$ cat src/rtl/wb_stage.sv
`default_nettype none
// ============================================================================
//  Module      : wb_stage
//  Description : Writeback stage of the BURAQ RV32I core. It writes non-load
//                results one cycle after acceptance. For loads it waits a
//                bounded number of cycles for the data-memory response, then
//                aligns and sign/zero-extends the loaded data before writing
//                it. It also counts retired instructions.
//  Revision    : 1.0  initial release
// ============================================================================
module wb_stage #(
    parameter int DataWidth    = 32,
    parameter int AddrRegWidth = 5,
    parameter int LoadTimeout  = 16
) (
    input  logic                    brq_clk,
    input  logic                    brq_rst,
    input  logic                    mem_valid,
    output logic                    mem_ready,
    input  logic [AddrRegWidth-1:0] mem_rd,
    input  logic                    mem_rd_we,
    input  logic                    mem_is_load,
    input  logic [2:0]              mem_funct3,
    input  logic [1:0]              mem_addr_lsb,
    input  logic [DataWidth-1:0]    mem_result,
    input  logic                    dmem_rvalid,
    input  logic [DataWidth-1:0]    dmem_rdata,
    output logic                    rf_we,
    output logic [AddrRegWidth-1:0] rf_waddr,
    output logic [DataWidth-1:0]    rf_wdata,
    output logic                    load_err,
    output logic [31:0]             retire_cnt
);

    localparam int c_CNT_W = (LoadTimeout > 2) ? $clog2(LoadTimeout) : 1;
    localparam logic [c_CNT_W-1:0] c_CNT_LAST = c_CNT_W'(LoadTimeout - 1);

    typedef enum logic [0:0] {
        ST_IDLE      = 1'b0,
        ST_LOAD_WAIT = 1'b1
    } state_t;

    state_t                  r_state, w_state_n;
    logic [c_CNT_W-1:0]      r_cnt, w_cnt_n;
    logic [AddrRegWidth-1:0] r_rd, w_rd_n;
    logic                    r_rd_we, w_rd_we_n;
    logic [2:0]              r_funct3, w_funct3_n;
    logic [1:0]              r_lsb, w_lsb_n;

    logic                    r_rf_we, w_rf_we_n;
    logic [AddrRegWidth-1:0] r_rf_waddr, w_rf_waddr_n;
    logic [DataWidth-1:0]    r_rf_wdata, w_rf_wdata_n;
    logic                    r_load_err, w_load_err_n;
    logic [31:0]             r_retire_cnt;
    logic                    w_retire;

    logic [7:0]              w_byte;
    logic [15:0]             w_half;
    logic [DataWidth-1:0]    w_ext;

    // Select and extend the loaded data according to the captured load type.
    always_comb begin
        w_byte = dmem_rdata[{r_lsb, 3'b000} +: 8];
        w_half = dmem_rdata[{r_lsb[1], 4'b0000} +: 16];
        w_ext  = dmem_rdata;
        case (r_funct3)
            3'b000:  w_ext = {{(DataWidth-8){w_byte[7]}}, w_byte};
            3'b100:  w_ext = {{(DataWidth-8){1'b0}}, w_byte};
            3'b001:  w_ext = {{(DataWidth-16){w_half[15]}}, w_half};
            3'b101:  w_ext = {{(DataWidth-16){1'b0}}, w_half};
            default: w_ext = dmem_rdata;
        endcase
    end

    // Next-state, capture and writeback decisions for the two-state control.
    always_comb begin
        w_state_n    = r_state;
        w_cnt_n      = r_cnt;
        w_rd_n       = r_rd;
        w_rd_we_n    = r_rd_we;
        w_funct3_n   = r_funct3;
        w_lsb_n      = r_lsb;
        w_rf_we_n    = 1'b0;
        w_rf_waddr_n = r_rf_waddr;
        w_rf_wdata_n = r_rf_wdata;
        w_load_err_n = 1'b0;
        w_retire     = 1'b0;
        case (r_state)
            ST_IDLE: begin
                if (mem_valid) begin
                    if (mem_is_load) begin
                        w_rd_n     = mem_rd;
                        w_rd_we_n  = mem_rd_we;
                        w_funct3_n = mem_funct3;
                        w_lsb_n    = mem_addr_lsb;
                        w_cnt_n    = '0;
                        w_state_n  = ST_LOAD_WAIT;
                    end else begin
                        w_retire  = 1'b1;
                        w_rf_we_n = mem_rd_we && (mem_rd != '0);
                        // Address/data only move on a real write; x0 writes leave them untouched.
                        if (w_rf_we_n) begin
                            w_rf_waddr_n = mem_rd;
                            w_rf_wdata_n = mem_result;
                        end
                    end
                end
            end
            ST_LOAD_WAIT: begin
                // A response in the final wait cycle still wins over the timeout.
                if (dmem_rvalid) begin
                    w_retire  = 1'b1;
                    w_rf_we_n = r_rd_we && (r_rd != '0);
                    if (w_rf_we_n) begin
                        w_rf_waddr_n = r_rd;
                        w_rf_wdata_n = w_ext;
                    end
                    w_state_n = ST_IDLE;
                end else if (r_cnt == c_CNT_LAST) begin
                    w_load_err_n = 1'b1;
                    w_state_n    = ST_IDLE;
                end else begin
                    w_cnt_n = r_cnt + 1'b1;
                end
            end
            default: w_state_n = ST_IDLE;
        endcase
    end

    // State, captured load fields and registered outputs; reset dominates.
    always_ff @(posedge brq_clk) begin
        if (brq_rst) begin
            r_state      <= ST_IDLE;
            r_cnt        <= '0;
            r_rd         <= '0;
            r_rd_we      <= 1'b0;
            r_funct3     <= '0;
            r_lsb        <= '0;
            r_rf_we      <= 1'b0;
            r_rf_waddr   <= '0;
            r_rf_wdata   <= '0;
            r_load_err   <= 1'b0;
            r_retire_cnt <= '0;
        end else begin
            r_state    <= w_state_n;
            r_cnt      <= w_cnt_n;
            r_rd       <= w_rd_n;
            r_rd_we    <= w_rd_we_n;
            r_funct3   <= w_funct3_n;
            r_lsb      <= w_lsb_n;
            r_rf_we    <= w_rf_we_n;
            r_rf_waddr <= w_rf_waddr_n;
            r_rf_wdata <= w_rf_wdata_n;
            r_load_err <= w_load_err_n;
            if (w_retire) begin
                r_retire_cnt <= r_retire_cnt + 32'd1;
            end
        end
    end

    assign mem_ready  = (r_state == ST_IDLE);
    assign rf_we      = r_rf_we;
    assign rf_waddr   = r_rf_waddr;
    assign rf_wdata   = r_rf_wdata;
    assign load_err   = r_load_err;
    assign retire_cnt = r_retire_cnt;

endmodule
`default_nettype wire

$ cat config.mk
export PLATFORM = sky130hd
export DESIGN_NAME = wb_stage
export DESIGN_NICKNAME = d
export VERILOG_FILES = /design/src/rtl/wb_stage.sv
export SDC_FILE = /design/constraint.sdc
export NUM_CORES = 1
export LEC_CHECK = 0
export ABC_AREA = 1
export CAP_MARGIN = 0
export CORE_ASPECT_RATIO = 0.9
export CORE_MARGIN = 4
export CORE_UTILIZATION = 25
export CTS_CLUSTER_SIZE = 8
export DETAILED_ROUTE_END_ITERATION = 8
export PLACE_DENSITY = 0.59
export SETUP_SLACK_MARGIN = 0.4
export SLEW_MARGIN = 40
export SYNTH_ARGS = -nofsm -noshare
export SYNTH_HDL_FRONTEND = slang
export SYNTH_SLANG_ARGS = --single-unit
$ cat constraint.sdc
create_clock -name brq_clk -period 1.6 [get_ports brq_clk]
set_input_delay 0.24 -clock brq_clk [delete_from_list [all_inputs] [get_ports brq_clk]]
set_output_delay 0.24 -clock brq_clk [all_outputs]
set_load 0.03 [all_outputs]
# ---- Yosys cells after proc, flatten, opt, wreduce, memory -nomap -nowiden
# Cells that the tools add are included.
# Widths: inputs -> output; s select.
dict set report classes {
  n_reduce_logical 9
  eq_ne 12
  n_shift 2
  n_bitwise 1
  n_addsub 2
  mux 32
}
# operator count
set ops {}
lappend ops {{$mux 32} 5}
lappend ops {{$pmux 32 s4} 1}
lappend ops {{$pmux 32 s2} 1}
lappend ops {{$add 32x1->32 const B} 1}
lappend ops {{$shiftx 32x6->16} 1}
lappend ops {{$shiftx 32x6->8} 1}
lappend ops {{$mux 5} 5}
lappend ops {{$mux 4} 4}
lappend ops {{$mux 1} 11}
lappend ops {{$ne 2x2->1 const B} 5}
lappend ops {{$pmux 5 s2} 1}
lappend ops {{$reduce_bool 5->1} 2}
lappend ops {{$pmux 4 s2} 1}
lappend ops {{$eq 3x3->1 const B} 2}
lappend ops {{$ne 2x1->1 const B} 3}
lappend ops {{$pmux 1 s2} 3}
lappend ops {{$reduce_and 5->1} 1}
lappend ops {{$add 4x1->4 const B} 1}
lappend ops {{$eq 4x4->1 const B} 1}
lappend ops {{$reduce_and 4->1} 1}
lappend ops {{$eq 3x1->1 const B} 1}
lappend ops {{$logic_not 3->1} 1}
lappend ops {{$reduce_and 3->1} 1}
lappend ops {{$reduce_or 3->1} 1}
lappend ops {{other kinds (2)} 3}
dict set report word_totals {
  word_cells 69
  in_bits 80
  out_inout_bits 72
  reg_bits 87
}

# ---- Longest topological paths before layout
# Gate-level depths: netlist of the first run.
dict set report depth {
  depth_word 6
  mapped_depth 10
  ltp_nobuf 9
}

# ---- Worst setup path after synthesis of the first run
# OpenSTA, ideal clock, no wires.
dict set report synth_path {
  path_type {reg-to-reg}
  from {reg r_retire_cnt[0], in the netlist retire_cnt[0]}
  to {reg r_retire_cnt[15], in the netlist retire_cnt[15]}
  path_stages_with_launch 8
  t_arrival_ns 1.459
  required_time_ns 1.484
  path_slack_ns 0.025
  path_buffers 0
  synth_period_minus_slack_ns 1.575
  setup_ns 0.116
  cell_sequence {dfxtp_1 > inv_1 > nor3_2 > nand2_1 > nor2_4 > nand2_1 > o21ai_0 > nor2_1}
}
dict set report synth_via {
  elab_chain_cells 1
}
# element line
set synth_rtl {}
lappend synth_rtl {{start, declared} 54} ;# logic [31:0] r_retire_cnt;
lappend synth_rtl {{start signal, assigned} 156} ;# r_retire_cnt <= r_retire_cnt + 32'd1;
lappend synth_rtl {{$add 32x1->32} 156}
# Every way passes these cells.
# A chain may end at the register's enable or synchronous reset.

# ---- Worst setup path after layout of the first run
dict set report layout_path {
  from {reg r_retire_cnt[1], in the netlist retire_cnt[1]}
  to {reg r_retire_cnt[13], in the netlist retire_cnt[13]}
}
# The elaborated chain is that of the path after synthesis.

==> impl_results.md, run 1 <==
- Status: finished clean
- Least-Margin Pin Slew: 0.344 ns
- Setup crit start kind: flop
- Final Hold Fails: 0
- Leading register cell type out of synthesis: dfxtp_1
- Slowest cell on the critical path: dfxtp_4
- Seq cells post-synth: 87
- Vias: 5886
- WL/cell: 16.7 µm
- Clock period minus final worst setup slack: 1.46 ns
- Crit path kind: flop to flop
- Syn. warnings: 0
- Fraction of registers with async set/reset: 0
- # rows: 48
- Cell taking the most area after synthesis: dfxtp_1
- Setup TNS: 0 ns
- Reg clk slew, reported paths: 0.06 ns
- Iter 0 DRT Violations: 405
- Hold depth: 2
- DRC Markers: 0
- Vias per cell: 4.80
- Final Max Slew Viols: 0
- RSZ-0062 raised after global routing: yes
- Num CTS Buffers: 9
- Cell area after synthesis: 4840 µm²
- Mapped Cells: 755
- Final ANT Viol Nets: 0
- Delay-heaviest family, CP: simple AND/OR/NAND/NOR gates
- Vias in the first global route: 5385
- CTS tree: built
- Met3 wire len: 878 µm
- Post-synthesis sequential area ratio: 0.360
- Layout Nets: 1051
- Reg2Reg Setup Slack: 0.14 ns
- Number of synthesized flops with an enable pin: 0
- Crit share post-route: 0.911
- Worst hold-check path type: input pin to flop
- Area growth, synth to finish: 80.1%
- # setup viols final: 0
- Reg-to-reg startpoint: retire_cnt[1]
- RR Endpoint: retire_cnt[13]
- Max-cap violation count: 0
- Number of H-tree levels: 3
- # port buffers: 151
- DRT met1 WL: 9.49 mm
- Syn avg cell area: 6.41 µm²
- Gr ovfl total: 0
- List of most frequent post-synthesis cells: nand2_1, nor2_1, dfxtp_1, a21oi_1, o21ai_0
- Post-DP HPWL: 13.9 mm
- Die Wd: 155 µm
- GP Congestion: 0.870
- Fmax achieved: 0.686 GHz
- CP dominant cell by count: nand2_4
- CP Cell Sequence: nand2_4, nor3_4, nand2_4, buf_12, nor2_4, a21oi_2, nor3_1
- Share of layout cells above drive strength 1: 0.482
- Core ar.: 19100 µm²
- CP max stage delay: 0.37 ns
- PwrDens: 679 nW/µm²
- Met2 routed wirelength: 9.65 mm
- Tot Pwr: 5.92 mW
- CP Data Required Time: 1.86 ns
- Ports: 152
- Crit. End Element: flop
- Critical Path AT: 1.72 ns
- Area share of the largest cell type after synthesis: 0.360
- Cell variety after synth: 32
- Die height: 140 µm
- CP startpoint: retire_cnt[1]
- CTS max path bufs: 2
- Hold endpoint: load_err
- CP bufs+invs: 1
- Hold Buf Count CTS: 0
- Global-route wire length before repair: 30.4 mm
- Root Driver: clkbuf_16
- Clock skew: 0.0178 ns
- R2R depth: 7
- Count leader, synth: nand2_1
- Worst Hold Launch: dmem_rvalid
- Drt pass-1 iters: 5
- Max rail drop VDD: 0.537 mV
- DR top layer: met5
- CTS sink count: 87
- Die area: 21700 µm²
- Worst-Skew Late Latency: 0.36 ns
- GRT Overall Usage: 0.177
- Leakage: 3.63 nW
- Crit-path max FO: 4
- Post-Route WL: 20.5 mm
- Relative slew slack: 0.768
- Initial Utilization: 0.254
- Initial antenna violation count: 2
- FILL cells: 1872
- Largest net degree at the start of global routing: 43
- Synthesized net count: 837
- Synth area leaders: dfxtp_1, nand2_1, a21oi_1
[through the flow]
stage / instances / cell area, µm² / hold WS [ns] / utilization / worst slack (ns)
2_1_floorplan: 755 / 5220 / 0.318 / - / 0.228
3_3_place_gp: 1162 / 7180 / 0.454 / 0.376 / -0.119
3_5_place_dp: 1162 / 7180 / 0.464 / 0.376 / -0.155
4_1_cts: 1196 / 7730 / 0.304 / 0.405 / 0.217
5_1_grt: 1225 / 8720 / 0.322 / 0.457 / 0.0576
6_report: 1225 / 8720 / 0.314 / 0.457 / 0.142
[layout by cell type (no fill, tap or decap), drive strengths merged]
master	netlist	layout
o21ai	70	70
a21oi	89	89
o211ai	5	5
nor3	6	6
ha	2	2
clkdlybuf4s50	0	72
xor2	4	4
nor2	100	101
buf	16	149
o21a	4	4
dlygate4sd2	0	5
inv	57	59
nand4	7	7
a31oi	8	8
clkbuf	18	18
a211oi	1	1
clkinv	1	5
dfxtp	87	87
nand3b	2	2
dlymetal6s2s	0	2
nor4	2	2
nand3	49	49
or2	19	19
nand2	208	208
diode	0	1
[layout make-up]
class	count	area [µm²]	share of cell area
Tap cell	250	313	0.0359
Sequential cell	87	1880	0.215
Inverter	58	258	0.0296
Timing Repair Buffer	236	2220	0.255
Antenna cell	1	2.50	0.000287
Multi-Input combinational cell	577	3770	0.432
Clock inverter	6	43.8	0.00502
Clock buffer	10	239	0.0274
[kinds of logic after synthesis]
logic type | after synthesis | synth area share
AND/OR/NAND/NOR | 393 | 0.352
AO/OA/AOI/OAI | 177 | 0.198
buffers and inverters | 92 | 0.0778
flip-flops | 87 | 0.360
XOR/XNOR | 4 | 0.00723
adder cells (fa/ha/maj) | 2 | 0.00517
[per-layer routing]
layer,track usage,vias to the layer above
li1,-,2914
met2,0.276,154
met3,0.0250,34
met4,0.0604,2
met1,0.251,2782
met5,0,-
[power breakdown]
group / leakage (nW) / total [mW] / internal, mW / switching (mW)
sequential: 0.737 / 2.28 / 2.20 / 0.0817
clock: 0.143 / 2.08 / 1.10 / 0.973
combinational: 2.75 / 1.56 / 0.723 / 0.836
total: 3.63 / 5.92 / 4.03 / 1.89
[sequential cells by signal, summed over array words and instances, names as in the netlist]
register / flops
r_cnt: 4
rf_waddr: 5
rf_we: 1
r_rd_we: 1
r_funct3: 3
retire_cnt: 32
load_err: 1
rf_wdata: 32
r_state: 1
r_rd: 5
r_lsb: 2
[worst max-delay path by stage]
stage	endpoint	slack [ns]	cells after the start
CTS	retire_cnt[3]	0.22	1
floorplan	rf_wdata[22]	0.23	10
global route	retire_cnt[27]	0.06	8
detailed placement	rf_wdata[7]	-0.15	9
global placement	rf_wdata[14]	-0.12	10
finish	retire_cnt[13]	0.14	7
[repair_timing]
item / in CTS / in global routing
buffers inserted: 12 / 26
endpoints found under the setup margin: 153 / 103
pin swaps: 42 / 89
resized for setup: 513 / 207
cloned: 6 / 2
(Power assumes the default switching activity.)
==> inputs of run 2 (changes only) <==
--- a/config.mk
+++ b/config.mk
@@ -9,10 +9,10 @@
 export CAP_MARGIN = 0
 export CORE_ASPECT_RATIO = 0.9
 export CORE_MARGIN = 4
-export CORE_UTILIZATION = 25
+export CORE_UTILIZATION = 47
 export CTS_CLUSTER_SIZE = 8
 export DETAILED_ROUTE_END_ITERATION = 8
-export PLACE_DENSITY = 0.59
+export PLACE_DENSITY = 0.92
 export SETUP_SLACK_MARGIN = 0.4
 export SLEW_MARGIN = 40
 export SYNTH_ARGS = -nofsm -noshare
==> impl_results.md, run 2 (synthesis results as in run 1) <==
- Initial Utilization: 0.491 (was 0.254)
- CTS max path bufs: 2 (unchanged)
- CTS tree: built (unchanged)
- Root Driver: clkbuf_16 (unchanged)
- Vias: 6962 (was 5886)
- Max rail drop VDD: 0.883 mV (was 0.537 mV)
- Multi-input gate area: 3410 µm² (was 3770 µm²)
- Post-DP HPWL: 12.9 mm (was 13.9 mm)
- Critical Path AT: 1.87 ns (was 1.72 ns)
- Status: complete, but fails checks (was finished clean)
- Failing checks: setup timing
- Largest net degree at the start of global routing: 48 (was 43)
- Fmax achieved: 0.610 GHz (was 0.686 GHz)
- Seq pwr share: 0.375 (was 0.386)
- Reg clk slew, reported paths: 0.07 ns (was 0.06 ns)
- Ports: 152 (unchanged)
- Clock period minus final worst setup slack: 1.64 ns (was 1.46 ns)
- Antenna Cells: 0 (was 1)
- Vias per cell: 6.26 (was 4.80)
- Die height: 104 µm (was 140 µm)
- Leakage: 3.52 nW (was 3.63 nW)
- Core Util, Final: 0.836 (was 0.457)
- Clock power frac: 0.392 (was 0.351)
- Finished layout cell area: 8250 µm² (was 8720 µm²)
- Fin Hold WS: 0.461 ns (was 0.314 ns)
- Share of layout cells above drive strength 1: 0.422 (was 0.482)
- PwrDens: 739 nW/µm² (was 679 nW/µm²)
- Number of H-tree levels: 3 (unchanged)
- RSZ-0062 raised after global routing: yes (unchanged)
- Gr ovfl total: 0 (unchanged)
- Layout Nets: 1063 (was 1051)
- Vias in the first global route: 5978 (was 5385)
- WL/cell: 21.6 µm (was 16.7 µm)
- Drt pass-1 iters: 9 (was 5)
- Commonest non-fill, non-tap cell in the layout: nand2_1 (unchanged)
- Delay-heaviest family, CP: flip-flops (was simple AND/OR/NAND/NOR gates)
- Reg area: 1870 µm² (was 1880 µm²)
- Post-Route WL: 24.0 mm (was 20.5 mm)
- Initial antenna violation count: 0 (was 2)
- Die Wd: 115 µm (was 155 µm)
- Crit. End Element: flop (unchanged)
- Least-Margin Pin Slew: 0.404 ns (was 0.344 ns)
- GP Congestion: 0.951 (was 0.870)
- Dpl cell area: 7090 µm² (was 7180 µm²)
- Switching share of power: 0.301 (was 0.319)
- Core ar.: 9870 µm² (was 19100 µm²)
- Area growth, synth to finish: 70.4% (was 80.1%)
- # port buffers: 151 (unchanged)
- Final ANT Viol Nets: 0 (unchanged)
- Worst hold-check path type: input pin to flop (unchanged)
- CP max stage delay: 0.41 ns (was 0.37 ns)
- Crit-path max FO: 8 (was 4)
- Pint: 4.26 mW (was 4.03 mW)
- Die area: 12000 µm² (was 21700 µm²)
- GRT Overall Usage: 0.316 (was 0.177)
- Setup crit start kind: flop (unchanged)
- CP Cell Sequence: clkinv_8, nand3_4, nor2_2, nand2_2, nand2_8, buf_6, buf_12, o21ai_0, a21oi_2 (was nand2_4, nor3_4, nand2_4, buf_12, nor2_4, a21oi_2, nor3_1)
- Crit path kind: flop to flop (unchanged)
- # rows: 34 (was 48)
- Clock skew: 0.00842 ns (was 0.0178 ns)
- Iter 0 DRT Violations: 1063 (was 405)
- Sw Pwr: 1.84 mW (was 1.89 mW)
- CP bufs+invs: 3 (was 1)
- CP Data Required Time: 1.83 ns (was 1.86 ns)
- Global-route wire length before repair: 30.1 mm (was 30.4 mm)
- Max-cap violation count: 0 (unchanged)
- Worst-Skew Late Latency: 0.35 ns (was 0.36 ns)
- Slowest cell on the critical path: dfxtp_4 (unchanged)
- CTS sink count: 87 (unchanged)
- # setup viols final: 1 (was 0)
- Final WS setup: -0.0397 ns (was 0.142 ns)
- Num CTS Buffers: 9 (unchanged)
- DRC Markers: 0 (unchanged)
- Final Max Slew Viols: 0 (unchanged)
- Relative slew slack: 0.728 (was 0.768)
- Most frequent cells in the layout: nand2_1, clkdlybuf4s50_1, buf_4 (was nand2_1, clkdlybuf4s50_1, nor2_1)
- Final Hold Fails: 0 (unchanged)
- Combinational power share: 0.234 (was 0.263)
- FILL cells: 498 (was 1872)
- Crit share post-route: 1.02 (was 0.911)
run 2: cell types whose count changed in the layout (fill, tap and decap cells not counted), sizes merged:
cell / before / now
buf: 149 / 163
clkbuf: 18 / 19
clkdlybuf4s50: 72 / 77
clkinv: 5 / 4
clkinvlp: 0 / 2
diode: 1 / 0
dlygate4sd2: 5 / 2
dlymetal6s2s: 2 / 0
inv: 59 / 56
nor2: 101 / 100
run 2: repair_timing:
item | 4_1_cts | 5_1_grt
hold buffers | 0 | 0
pin swaps | 30 | 39
gates cloned | 2 | 5
setup endpoints to repair | 156 | 100
buffers inserted | 22 | 22
gates resized for setup | 456 | 137
run 2: tightest hold or removal path: stages:
cell	delay, ns
clkdlybuf4s50_1	0.39
nand2_1	0.06
a31oi_1	0.07
run 2: path summary, 6_finish.rpt:
| path | from | endpoint | slack [ns] | cells after the start |
|---|---|---|---|---|
| worst max-delay path | r_state | rf_wdata[30] | -0.04 | 9 |
| worst min-delay path | mem_result[4] | rf_wdata[4] | 0.46 | 3 |
| worst max register to register | r_state | rf_wdata[30] | -0.04 | 9 |
| worst min register to register | r_cnt[0] | r_cnt[0] | 0.48 | 1 |
run 2: through the flow:
stage	instances	total power [mW]	setup slack [ns]	setup TNS (ns)
final	1112	6.10	-0.0397	-0.0397
after global placement	1045	3.46	-0.0815	-2.34
after global routing	1112	6.25	-0.0745	-0.136
after CTS	1085	5.84	0.213	0
after floorplan	755	2.93	0.228	0
after detailed placement	1045	3.49	-0.140	-4.89
run 2: metal layers:
metal  vias to the layer above  GRT usage  share of wire
met5                         -          0              0
met4                         0      0.157          0.078
met3                       199     0.0797           0.12
met2                       626      0.513           0.46
met1                      3214      0.384           0.35
li1                       2923          -              -
run 2: area by class of cell:
type,instances,share of cell area
Clock buffer,14,0.0399
Clock inverter,2,0.00152
Inverter,58,0.0314
Multi-Input combinational cell,576,0.414
Sequential cell,87,0.226
Tap cell,126,0.0191
Timing Repair Buffer,247,0.266
Timing Repair inverter,2,0.00243
run 2: power groups by stage:
stage	Sequential (mW)	Clock [mW]	Combinational [mW]
2_1_floorplan	2.42	0	0.513
3_3_place_gp	2.32	0	1.14
3_5_place_dp	2.32	0	1.16
4_1_cts	2.27	2.36	1.21
5_1_grt	2.29	2.47	1.49
6_report	2.28	2.39	1.42
==> inputs of run 3 (changes only) <==
--- a/config.mk
+++ b/config.mk
@@ -9,10 +9,10 @@
 export CAP_MARGIN = 0
 export CORE_ASPECT_RATIO = 0.9
 export CORE_MARGIN = 4
-export CORE_UTILIZATION = 47
+export CORE_UTILIZATION = 43
 export CTS_CLUSTER_SIZE = 8
 export DETAILED_ROUTE_END_ITERATION = 8
-export PLACE_DENSITY = 0.92
+export PLACE_DENSITY = 0.78
 export SETUP_SLACK_MARGIN = 0.4
 export SLEW_MARGIN = 40
 export SYNTH_ARGS = -nofsm -noshare
==> constraint.sdc (replaced) <==
create_clock -name brq_clk -period 1.45 [get_ports brq_clk]
set_input_delay 0.2175 -clock brq_clk [delete_from_list [all_inputs] [get_ports brq_clk]]
set_output_delay 0.2175 -clock brq_clk [all_outputs]
set_load 0.03 [all_outputs]
==> impl_results.md, run 3 (synthesis results as in run 1) <==
- Status: complete, but fails checks (unchanged)
- Failing checks: setup timing (unchanged)
- CTS max path bufs: 2 (unchanged)
- Core ar.: 10900 µm² (was 9870 µm²)
- Crit. End Element: flop (unchanged)
- Num CTS Buffers: 9 (unchanged)
- Antenna Cells: 0 (unchanged)
- Commonest non-fill, non-tap cell in the layout: nand2_1 (unchanged)
- Root Driver: clkbuf_16 (unchanged)
- Setup crit start kind: flop (unchanged)
- Clock period minus final worst setup slack: 1.54 ns (was 1.64 ns)
- Die height: 109 µm (was 104 µm)
- CP Data Required Time: 1.73 ns (was 1.83 ns)
- Crit. path cell count: 8 (was 9)
- GP Congestion: 0.947 (was 0.951)
- Fmax achieved: 0.648 GHz (was 0.610 GHz)
- Die Wd: 120 µm (was 115 µm)
- Critical Path AT: 1.82 ns (was 1.87 ns)
- Final Hold Fails: 0 (unchanged)
- Final ANT Viol Nets: 0 (unchanged)
- Initial Utilization: 0.444 (was 0.491)
- Max-cap violation count: 0 (unchanged)
- Relative slew slack: 0.689 (was 0.728)
- GRT Overall Usage: 0.290 (was 0.316)
- Final WS setup: -0.0939 ns (was -0.0397 ns)
- CTS sink count: 87 (unchanged)
- # port buffers: 151 (unchanged)
- # rows: 36 (was 34)
- FILL cells: 554 (was 498)
- Finished layout cell area: 9340 µm² (was 8250 µm²)
- Hold depth: 3 (unchanged)
- Worst-Skew Late Latency: 0.36 ns (was 0.35 ns)
- Slowest cell on the critical path: dfxtp_4 (unchanged)
- Crit share post-route: 1.06 (was 1.02)
- Max rail drop VDD: 0.735 mV (was 0.883 mV)
- Hold Buf Count CTS: 0 (unchanged)
- Vias per cell: 5.84 (was 6.26)
- WL/cell: 20.0 µm (was 21.6 µm)
- RSZ-0062 raised after global routing: yes (unchanged)
- DRC Markers: 0 (unchanged)
- PwrDens: 713 nW/µm² (was 739 nW/µm²)
- Worst hold-check path type: input pin to flop (unchanged)
- Dpl cell area: 7280 µm² (was 7090 µm²)
- Clock skew: 0.0111 ns (was 0.00842 ns)
- Most frequent cells in the layout: nand2_1, buf_6, buf_4 (was nand2_1, clkdlybuf4s50_1, buf_4)
- Drt pass-1 iters: 7 (was 9)
- Global-route wire length before repair: 30.2 mm (was 30.1 mm)
- Area growth, synth to finish: 92.9% (was 70.4%)
- Post-Route WL: 23.5 mm (was 24.0 mm)
- Number of H-tree levels: 3 (unchanged)
- R2R depth: 8 (was 9)
- Gr ovfl total: 0 (unchanged)
- CTS tree: built (unchanged)
- Tot Pwr: 6.66 mW (was 6.10 mW)
- Iter 0 DRT Violations: 699 (was 1063)
- Reg clk slew, reported paths: 0.07 ns (about the same)
- Place WS: -0.303 ns (was -0.140 ns)
- Largest net degree at the start of global routing: 47 (was 48)
- Initial antenna violation count: 0 (unchanged)
- Delay-heaviest family, CP: simple AND/OR/NAND/NOR gates (was flip-flops)
- Crit path kind: flop to flop (unchanged)
- Post-DP HPWL: 13.1 mm (was 12.9 mm)
- Die area: 13000 µm² (was 12000 µm²)
- CP Cell Sequence: inv_1, nor3_4, nand2_2, nor2_4, buf_4, buf_6, o21ai_1, a21oi_1 (was clkinv_8, nand3_4, nor2_2, nand2_2, nand2_8, buf_6, buf_12, o21ai_0, a21oi_2)
- Reg2Reg Setup Slack: -0.09 ns (was -0.04 ns)
- Share of layout cells above drive strength 1: 0.508 (was 0.422)
- Leakage: 3.93 nW (was 3.52 nW)
- Final Max Slew Viols: 0 (unchanged)
- Least-Margin Pin Slew: 0.462 ns (was 0.404 ns)
- CP max stage delay: 0.39 ns (was 0.41 ns)
- Ports: 152 (unchanged)
- Vias in the first global route: 6173 (was 5978)
- CP bufs+invs: 3 (unchanged)
- Vias: 6843 (was 6962)
- Crit-path max FO: 6 (was 8)
- Layout Nets: 1097 (was 1063)
- # setup viols final: 18 (was 1)
==> run 3: changes by cell type in the layout (fill, tap and decap cells not counted), moves of 10 or more <==
| cell | delta |
|---|---|
| o21ai_0 | -14 |
| buf_2 | -60 |
| buf_4 | +14 |
| dfxtp_2 | +34 |
| buf_6 | +78 |
| o21ai_1 | +11 |
| nand2_1 | -10 |
| dfxtp_1 | -41 |
==> run 3: per-stage QoR <==
| step | hold WS, ns | setup TNS, ns | util | cells |
|---|---|---|---|---|
| after floorplan | 0.295 | 0 | - | 755 |
| after global placement | 0.454 | -10.07 | 0.668 | 1068 |
| after detailed placement | 0.467 | -12.99 | 0.668 | 1068 |
| after CTS | 0.426 | 0 | 0.746 | 1118 |
| after global routing | 0.426 | -2.24 | 0.857 | 1172 |
| final | 0.425 | -0.509 | 0.857 | 1172 |
==> run 3: final timing paths <==
| path | start | end |
|---|---|---|
| worst max-delay path | retire_cnt[0] | retire_cnt[11] |
| worst min register to register | r_cnt[0] | r_cnt[0] |
| worst min-delay path | mem_result[3] | rf_wdata[3] |
| worst max register to register | retire_cnt[0] | retire_cnt[11] |
==> run 3: power by group <==
| group | internal [mW] | switching (mW) | total (mW) |
|---|---|---|---|
| combinational | 0.867 | 0.949 | 1.82 |
| sequential | 2.43 | 0.105 | 2.54 |
| clock | 1.22 | 1.08 | 2.31 |
==> run 3: final cells by class <==
cell class	instances	area, µm²	share of cell area
Multi-Input combinational cell	576	3680	0.394
Timing Repair Buffer	281	2980	0.319
Sequential cell	87	1930	0.207
Inverter	58	255	0.0273
Clock buffer	10	239	0.0256
Tap cell	152	190	0.0204
Clock inverter	6	42.5	0.00455
Timing Repair inverter	2	20.0	0.00214
==> run 3: timing repair <==
| action | in CTS | in global routing |
|---|---|---|
| setup buffers | 30 | 47 |
| endpoints found under the setup margin | 157 | 159 |
| gates cloned | 4 | 7 |
| gates resized for setup | 574 | 210 |
| pin swaps | 15 | 76 |
==> run 3: metal layers <==
metal	vias up	track usage	routed length, µm
met5	-	0	0
met4	0	0.112	1140
met3	112	0.0742	2440
met2	513	0.483	11200
met1	3202	0.365	8710
li1	3016	-	-
==> run 3: worst min-delay path, cell delays in order <==
cell             delay (ns)
clkdlybuf4s50_1        0.39
nand2_1                0.06
a31oi_1                0.07
==> edit, RTL diff (flow settings as in run 2) <==
Reset style: asynchronous (`brq_rst`), changed in one clocked block.
--- a/src/rtl/wb_stage.sv
+++ b/src/rtl/wb_stage.sv
@@ -129,5 +129,5 @@
 
     // State, captured load fields and registered outputs; reset dominates.
-    always_ff @(posedge brq_clk) begin
+    always_ff @(posedge brq_clk or posedge brq_rst) begin
         if (brq_rst) begin
             r_state      <= ST_IDLE;
Formal check against the unedited RTL: differs if brq_rst is asserted again (counterexample within 4 cycles, from zero or initial values and one cycle with brq_rst high); with brq_rst held inactive, the same outputs for 4 cycles.
==> edit against run 2 <==
Wire length down 22%. Final cell count is 4.3% higher. Core utilization down 6.1 points. Design area increased by 2.4%. Synthesized area rose by 8.6%. Worst setup slack improved by 0.14 ns. Sequential cell count stayed put. Critical endpoint is now rf_wdata[21]$_DFFE_PP0P_.
Power is not compared: it rests on default switching activity, and its combinational part moved more than twofold at a synthesized area within 25%.
==> edit: results (changes against run 2) <==
* Outcome: complete, no violations (was finished, violations left)
* Post-synth EDFFs at 0 (unchanged)
* Skew final at 0.00811 ns (was 0.00842 ns)
* Filler instances at 719 (was 498)
* Synthesized net count at 848 (was 837)
* Gates resized, CTS repair at 492 (was 456)
* Rel. slew slack at 0.685 (was 0.728)
* # Post-CTS Setup Buffers at 36 (was 22)
* HP Class: in2async (was in2reg)
* Share of cells above drive strength 1 at 0.342 (was 0.422)
* Critical path startpoint category: flip-flop (unchanged)
* Crit-path max FO at 11 (was 8)
* Area contributors post-synth: dfrtp_1, nand2_1, nor2_1 (was dfxtp_1, nand2_1, a21oi_1)
* Vias in the first global route at 5580 (was 5978)
* Initial antenna violation count at 0 (unchanged)
* Placed cell area at 0.00725 mm^2 (was 0.00709 mm^2)
* HPWL Detailed at 11700 um (was 12900 um)
* R2r startpoint: r_state$_DFF_PP0_ (was r_state$_SDFF_PP0_)
* CTS Buffer Depth at 2 (unchanged)
* Leakage Power at 4.03 nW
* Final WL at 18700 um (was 24000 um)
* Arr. time, crit path at 1.77 ns (was 1.87 ns)
* Overall Global Routing Usage at 0.266 (was 0.316)
* Layout Nets at 1085 (was 1063)
* Synth top cells by count: nand2_1, nor2_1, dfrtp_1 (was nand2_1, nor2_1, dfxtp_1)
* Met3 wire len at 1460 um (was 2820 um)
* First-pass GRT wire length at 27700 um (was 30100 um)
* Via count at 6153 (was 6962)
* Share of power burned in registers at 0.340
* Avg Cell Area, Syn at 6.86 um^2 (was 6.41 um^2)
* Final GP Congestion at 0.914 (was 0.951)
* Drt pass-1 iters at 6 (was 9)
* Power in combinational cells at 4.25 mW
* Synth unique cells at 33 (was 32)
* Async set or reset register ratio after synthesis at 1.00 (was 0)
* Via-to-Cell Ratio at 5.30 (was 6.26)
* Iter 0 DRT Violations at 755 (was 1063)
* Place WS at -0.124 ns (was -0.140 ns)
* Largest net degree at the start of global routing at 64 (was 48)
* Met1 WL at 7430 um (was 8370 um)
* Met2 WL at 9260 um (was 11000 um)
* Seq/Total Area, Yosys at 0.414 (was 0.360)
* Clock-pin slew on the worst setup and hold paths at 0.06 ns
[edit: layout make-up]
cell class | count | area (um^2) | area share
Sequential cell | 87 | 2220 | 0.262
Timing Repair Buffer | 254 | 2380 | 0.281
Multi-Input combinational cell | 586 | 3120 | 0.369
Inverter | 64 | 267 | 0.0315
Tap cell | 152 | 190 | 0.0225
Timing Repair inverter | 1 | 6.26 | 0.000740
Clock inverter | 3 | 25.0 | 0.00296
Clock buffer | 13 | 250 | 0.0296
[edit: logic make-up after synthesis]
kind of cell / count (synthesis) / synth area share
DFF: 87 / 0.414
buffers and inverters: 93 / 0.0795
xor gates and xnor gates: 14 / 0.0233
muxes: 1 / 0.00214
adders and majority gates: 2 / 0.00476
AOI/OAI and AO/OA: 84 / 0.0866
and+or+nand+nor: 485 / 0.390
[edit: worst paths after layout]
path | slack, ns | cells after the start | end
setup reg to reg | 0.11 | 10 | rf_wdata[21]$_DFFE_PP0P_
hold reg to reg | 0.47 | 2 | rf_wdata[1]$_DFFE_PP0P_
hold / removal | 0.38 | 3 | retire_cnt[18]$_DFFE_PP0P_
min in group brq_clk | 0.47 | 2 | rf_wdata[1]$_DFFE_PP0P_
max in group asynchronous | 0.93 | 3 | r_state$_DFF_PP0_
setup / recovery | 0.11 | 10 | rf_wdata[21]$_DFFE_PP0P_
[edit: metal layers]
metal,vias to the layer above,GRT usage
li1,2901,-
met1,2861,0.343
met2,346,0.452
met3,45,0.0481
met4,0,0.0948
met5,-,0
[edit: worst max-delay path, cell delays in order, from the launching register on]
cell and delay, ns:
dfrtp_2 0.46, inv_8 0.08, nand3_4 0.09, nor2_4 0.14
nand2_4 0.09, nand2_8 0.11, inv_8 0.06, buf_12 0.15
nor2_2 0.08, nand2_1 0.08, nand2_1 0.07
